===== config.mk =====
export PLATFORM = sky130hd
export DESIGN_NAME = score_read_sequencer
export DESIGN_NICKNAME = d
export VERILOG_FILES = /design/src/rtl/score_read_sequencer.sv
export SDC_FILE = /design/constraint.sdc
export NUM_CORES = 1
export LEC_CHECK = 0
export BUFFER_PORTS_ARGS = -buffer_cell sky130_fd_sc_hd__buf_4
export CORE_MARGIN = 3
export CORE_UTILIZATION = 40
export DETAILED_ROUTE_END_ITERATION = 10
export PLACE_DENSITY = 0.68
export REMOVE_ABC_BUFFERS = 1
export SLEW_MARGIN = 20
export SYNTH_ARGS = -nofsm -noshare
export SYNTH_HDL_FRONTEND = slang
export SYNTH_SLANG_ARGS = --single-unit

===== constraint.sdc =====
create_clock -name clk -period 3.5 [get_ports clk]
set_input_delay 0.7 -clock clk [delete_from_list [all_inputs] [get_ports clk]]
set_output_delay 0.7 -clock clk [all_outputs]
set_load 0.005 [all_outputs]

===== src/rtl/score_read_sequencer.sv =====
// score_read_sequencer: fetches the diagonal, up and left neighbours of
// score-matrix cell (i,j) from a one-cycle-latency RAM, strobes them into
// the output manager buffer, then holds them valid until the consumer acks.
// Optional feature: define SCORE_READ_RANGE_CHECK_EN to reject requests
// whose indices fall outside 1..N (err pulse, no RAM reads).
module score_read_sequencer #(
    parameter int N  = 8,
    parameter int IW = 4,
    parameter int AW = 7
) (
    input  logic          clk,
    input  logic          rst,
    input  logic          start,
    input  logic [IW-1:0] i,
    input  logic [IW-1:0] j,
    input  logic          ack,
    output logic [AW-1:0] addr,
    output logic          ram_re,
    output logic          en_read,
    output logic [1:0]    count,
    output logic          signal,
    output logic          busy,
    output logic          done,
    output logic          err
);

    typedef enum logic [2:0] {
        IDLE  = 3'd0,
        RD_D  = 3'd1,
        RD_U  = 3'd2,
        RD_L  = 3'd3,
        FLUSH = 3'd4,
        HOLD  = 3'd5
    } state_t;

    localparam logic [AW-1:0] ROW_LEN = AW'(N + 1);
    localparam logic [AW-1:0] ONE     = AW'(1);

    state_t        state;
    state_t        state_nxt;
    logic [IW-1:0] i_q;
    logic [IW-1:0] j_q;
    logic          done_q;
    logic          start_ok;
    logic [AW-1:0] row_cur;
    logic [AW-1:0] col_cur;

    // Latched indices widened to address width so all arithmetic wraps at AW bits
    assign row_cur = AW'(i_q);
    assign col_cur = AW'(j_q);

`ifdef SCORE_READ_RANGE_CHECK_EN
    localparam logic [IW-1:0] N_IDX = IW'(N);
    logic bad_idx;
    logic err_q;

    // A request is only usable when both indices lie in 1..N
    always_comb begin
        bad_idx  = (i == '0) || (j == '0) || (i > N_IDX) || (j > N_IDX);
        start_ok = start && !bad_idx;
    end

    // Rejected requests in IDLE produce a single-cycle error pulse
    always_ff @(posedge clk or posedge rst) begin
        if (rst) err_q <= 1'b0;
        else     err_q <= (state == IDLE) && start && bad_idx;
    end

    assign err = err_q;
`else
    // Without the range check every start seen in IDLE is taken
    always_comb begin
        start_ok = start;
    end

    assign err = 1'b0;
`endif

    // State register, captured indices and the completion pulse
    always_ff @(posedge clk or posedge rst) begin
        if (rst) begin
            state  <= IDLE;
            i_q    <= '0;
            j_q    <= '0;
            done_q <= 1'b0;
        end else begin
            state  <= state_nxt;
            done_q <= (state == HOLD) && ack;
            if ((state == IDLE) && start_ok) begin
                i_q <= i;
                j_q <= j;
            end
        end
    end

    // Next-state logic and outputs decoded from the registered state
    always_comb begin
        state_nxt = state;
        addr      = '0;
        ram_re    = 1'b0;
        en_read   = 1'b0;
        count     = 2'd0;
        signal    = 1'b0;
        busy      = (state != IDLE);
        unique case (state)
            IDLE: begin
                if (start_ok) state_nxt = RD_D;
            end
            RD_D: begin
                ram_re    = 1'b1;
                addr      = (row_cur - ONE) * ROW_LEN + (col_cur - ONE);
                state_nxt = RD_U;
            end
            RD_U: begin
                ram_re    = 1'b1;
                addr      = (row_cur - ONE) * ROW_LEN + col_cur;
                en_read   = 1'b1;
                count     = 2'd0;
                state_nxt = RD_L;
            end
            RD_L: begin
                ram_re    = 1'b1;
                addr      = row_cur * ROW_LEN + (col_cur - ONE);
                en_read   = 1'b1;
                count     = 2'd1;
                state_nxt = FLUSH;
            end
            FLUSH: begin
                en_read   = 1'b1;
                count     = 2'd2;
                state_nxt = HOLD;
            end
            HOLD: begin
                signal = 1'b1;
                if (ack) state_nxt = IDLE;
            end
            default: begin
                state_nxt = IDLE;
            end
        endcase
    end

    assign done = done_q;

endmodule


### Yosys cells after proc, flatten, opt, wreduce, memory -nomap -nowiden

Index checks and enable logic that the tools add are counted.

| operators by class | value |
|---|---|
| eq/ne operators | 7 |
| multiply operators | 2 |
| reduce and logical (&&, ||, !) cells | 7 |
| mux-type cells | 8 |
| add/sub/neg operators | 5 |

Operators by type and width:

| operator | count |
|---|---|
| case mux 7 bit (3 select lines) | 1 |
| case mux 3 bit (6 select lines) | 1 |
| adder 7 bit | 2 |
| subtractor 4 x 1 -> 5 bit, second input constant | 2 |
| adder 7 x 4 -> 7 bit | 1 |
| multiplier 4 x 4 -> 7 bit, second input constant | 1 |
| multiplier 5 x 5 -> 7 bit, second input constant | 1 |
| == test 3 x 2 -> 1 bit, second input constant | 2 |
| == test 3 bit, second input constant | 2 |
| 2-to-1 mux 3 bit | 2 |
| OR reduction 3 bit | 2 |
| != test 2 bit, second input constant | 2 |
| case mux 2 bit (2 select lines) | 1 |
| == test 3 x 1 -> 1 bit, second input constant | 1 |
| zero test 3 bit | 1 |
| 2-to-1 mux 1 bit | 3 |
| nonzero test 3 bit | 1 |
| logical AND 1 bit | 2 |
| AND reduction 2 bit | 1 |

| storage, ports and cells | value |
|---|---|
| input bits | 12 |
| register bits after elaboration | 12 |
| logic and storage cells | 33 |

### Logic depth before layout (Yosys ltp)

| logic depth | value |
|---|---|
| depth in word-level cells | 4 |
| mapped depth | 13 |
| depth with buffers taken out | 13 |

### Least setup slack after synthesis

OpenSTA, ideal clock, no wires.

| timing path | value |
|---|---|
| path kind | reg-to-output |
| from | reg i_q[0] |
| to | out addr[6] |
| buffers on the path | 0 |
| path slack | 0.292 ns |
| arrival time | 2.508 ns |
| cell stages (with the launch flop) | 11 |
| path through | dfrtp_1 > inv_1 > ha_1 > nor3_1 > nor2_1 > ha_1 > fa_1 > ha_1 > a21oi_1 > xnor2_1 > o22ai_1 |

| on the way | value |
|---|---|
| longest elaborated chain between the ends | 4 |
| elaborated cells between the ends (all ways) | 7 |

RTL lines:

| what | line | RTL |
|---|---|---|
| from (decl) | 41 | `logic [IW-1:0] i_q;` |
| from (signal assigned) | 90 | `i_q <= i;` |
| subtractor 4 x 1 -> 5 bit | 111, 116 |  |
| multiplier 5 x 5 -> 7 bit | 111, 116 |  |
| adder 7 x 4 -> 7 bit or adder 7 bit (tied branches) | 116, 111 |  |
| case mux 7 bit (3 select lines) * | 105 | `unique case (state)` |
| to (decl) | 17 | `output logic [AW-1:0] addr,` |

Every way passes the cells marked *; elsewhere a longest branch is shown, timed or not.

### Worst setup path in the final report

| timing path | value |
|---|---|
| from | reg i_q[2] |
| to | out addr[6] |

The elaborated chain is that of the path after synthesis.

==> results list <==
- # setup viols final: 0
- The largest total area in the synthesized netlist belongs to sky130_fd_sc_hd__dfrtp_1.
* Result of the run: completed
- Inserted Diodes: 0
- For this design the top-level I/O count stands at 27.
- In this run the tool buffered the top-level ports with 25 buffer cells.
* Wire length reported by the detailed router: 3.33 mm
- Area of the die: about 4200 sq um
- Element type at the critical path end: primary output
* Wire length of the first global-routing pass: 5.49 mm
- The core region is 3150 sq um.
- Ratio of cells with drive above 1 in the final layout: 39.0%
* Antenna violations before repair: 0
- The worst register-to-register path has a depth of 5.
- The die is 64.4 microns wide.
* Utilization after layout: about three fifths
- The startpoint identified for the worst register-to-register timing path is state[2].
- Crit path required time: around 2800 ps
- Routability-driven placement finished with a final weighted congestion of 0.906.
- Worst setup path class: reg2out
- Main synth FF type: sky130_fd_sc_hd__dfrtp_1
- Via Count: 1205
- Kind of path behind the tightest hold check: in2async
- After floorplanning, the core was divided into 20 placement rows.
- Total global routing overflow: 0
* Origin of the worst setup path: i_q[2]
- Worst R2R End: j_q[3]
- At the pin with the least slew margin, the transition time is around 800 ps.
- Number of maximum-capacitance constraint violations: 0
- Using the TritonRoute via totals, the vias-per-cell ratio works out to slightly below 5.
- Leaving out filler cells and counting taps, the final layout contains ~240.
- Summed over all nets, the half-perimeter wirelength after detailed placement is 2.57 mm.
* Category of the worst setup path launch point: flop
- The final number of max-transition violations was 0.
- Counting every instance in the synthesized netlist gives between 150 and 200.
* Vias in the first global route: ~1200
* CTS tree: built
- CTS built an H-tree with a depth of 1.
- After detailed routing, the average wire length per cell comes to 13.6 microns.
- The synthesized design contains 0 enable-type register cells.
* Remaining antenna violation count after routing: 0
* Portion of the post-synthesis area used by sequential elements: a little over a fifth
* Fraction of post-synthesis cell area in the top cell type by area: 22.0%
- Worst Skew: roughly 3.3 ps
* Total Nets Final: approximately 240
- Data arrival time of the critical path: 2710 ps
* Most common cell after layout, fill and taps aside: sky130_fd_sc_hd__buf_4
- Most frequent cells in the layout: sky130_fd_sc_hd__buf_4 (42), sky130_fd_sc_hd__ha_1 (17), sky130_fd_sc_hd__inv_1 (15)
- Sinks on the clock net: 12
- In this run the worst path has a maximum fanout of 6.
- After synthesis, the cell types taking the most area are sky130_fd_sc_hd__dfrtp_1 (22%), sky130_fd_sc_hd__ha_1 (19%), sky130_fd_sc_hd__xnor2_1 (6.4%).
* Combined area of all synthesized cells: approximately 1400 sq um
- After the first detailed-routing iteration, the DRC count stood at 20.
- R2R Setup Slk: between 1000 and 1500 ps
- The worst path needs 3410 ps of the cycle, external delays included.
- Number of iterations in the first detailed-routing pass: 4
- Average footprint of a synthesized cell: ~8.5 sq um
- The tree is rooted in a sky130_fd_sc_hd__clkbuf_4.
* Worst slew slack as a fraction of its limit: a little under half
* Maximum root-to-sink buffer count: 2
- Total count of hold-check failures in the final report: 0
* Number of buffers created by CTS: 3
* Height of the die: 64.4 microns
- Maximum clock frequency: 0.294 GHz
- Async SR Flop Fraction: between 90% and 100%
- Layout-stage area growth over the synthesis result: 35.8%
* Clock latency of the later-clocked register in the worst-skew pair: ~270 ps
* Share of the clock period used by the worst path: 97.3%
* Gr usage total: 16.8%
- For this configuration, the core starts out at a cell density of a little over two fifths.
- The synthesized design contains 12 register bits.
* Instance count after placement with tap cells included: 229
- Yosys warnings: 0
- RSZ-0062 raised after global routing: yes
- For this run, design rule violations remaining after detail routing come to 0.
- Number of distinct library cells after synthesis: 31
- Clock-pin slew on the worst setup and hold paths: roughly 80 ps
* Pin count of the biggest net entering global routing: 14
[sequential cells by signal (all words and copies together), names as in the netlist]
name,count
i_q,4
done,1
state,3
j_q,4
[logic make-up after synthesis]
group / share of synthesized area [%]
AND/OR/NAND/NOR: 14.6
AO/OA/AOI/OAI: 13.3
buffers and inverters: 8.79
adder cells (fa/ha/maj): 25.1
XOR/XNOR: 12.7
flip-flops: 22.0
multiplexers: 3.30
other: 0.274
[layout make-up]
| cell class | count | area, sq um |
|---|---|---|
| clock buffer | 4 | 36.3 |
| fill | 288 | 1300 |
| inverter | 20 | 75.1 |
| multi-input combinational | 122 | 1070 |
| sequential | 12 | 302 |
| tap | 44 | 55.1 |
| timing repair buffer | 42 | 315 |
[metrics by stage]
step                      hold slack (ps)  instance area [sq um]  setup WS, ps  TNS [ps]
final                                 436                   1860          93.2         0
after global routing                  468                   1860         -66.0      -114
after CTS                             444                   1740         0.575         0
after detailed placement              588                   1610           111         0
after global placement                585                   1610           181         0
after floorplan                       553                   1320           292         0
[metal layers]
metal	global-route usage (%)	wire, microns	part of all wire (%)	vias up
met2	29.6	1660	50	29
met4	3.43	14	0.42	0
met3	2.43	149	4.5	2
met1	21.7	1500	45	569
li1	-	-	-	605
met5	0	0	0	-
[cells in the mapped netlist, types with 3 or more instances]
master                      n
sky130_fd_sc_hd__ha_1      21
sky130_fd_sc_hd__a21o_1     3
sky130_fd_sc_hd__a21oi_1    8
sky130_fd_sc_hd__xnor2_1   10
sky130_fd_sc_hd__mux2_2     4
sky130_fd_sc_hd__o21ai_0   10
sky130_fd_sc_hd__nor2_1    13
sky130_fd_sc_hd__nor3_1     4
sky130_fd_sc_hd__nand2b_1   4
sky130_fd_sc_hd__xor2_1     8
sky130_fd_sc_hd__nand2_1   13
sky130_fd_sc_hd__o21bai_1   3
sky130_fd_sc_hd__fa_1       4
sky130_fd_sc_hd__o22ai_1    4
sky130_fd_sc_hd__dfrtp_1   12
sky130_fd_sc_hd__inv_1     20
[worst max path at each step]
| stage | endpoint | cells after the start | slack (ps) |
|---|---|---|---|
| 5_1_grt | addr[6] | 12 | -70 |
| 6_report | addr[6] | 10 | 90 |
| 3_5_place_dp | addr[6] | 11 | 110 |
| 4_1_cts | addr[6] | 11 | 0.6 |
| 3_3_place_gp | addr[6] | 11 | 180 |
| 2_1_floorplan | addr[6] | 10 | 290 |
[worst max-delay path: stages, from the launching register on]
cell and delay (ps):
sky130_fd_sc_hd__dfrtp_1 470, sky130_fd_sc_hd__nor3_2 200, sky130_fd_sc_hd__xnor2_2 130, sky130_fd_sc_hd__ha_1 210
sky130_fd_sc_hd__ha_1 190, sky130_fd_sc_hd__fa_1 540, sky130_fd_sc_hd__ha_4 220, sky130_fd_sc_hd__a21oi_2 120
sky130_fd_sc_hd__xnor2_1 120, sky130_fd_sc_hd__o22ai_1 90, sky130_fd_sc_hd__buf_4 140
[what timing repair did]
action / in CTS / in global routing
gates resized for setup: 11 / 19
hold buffers: 0 / 0
setup buffers: 6 / 5
endpoints found under the hold margin: 0 / 0
setup endpoints to repair: 2 / 3
pin swaps: 1 / 6
Power is not shown: default switching activity piles up to over one toggle a cycle in this logic, so the estimate is an artifact.
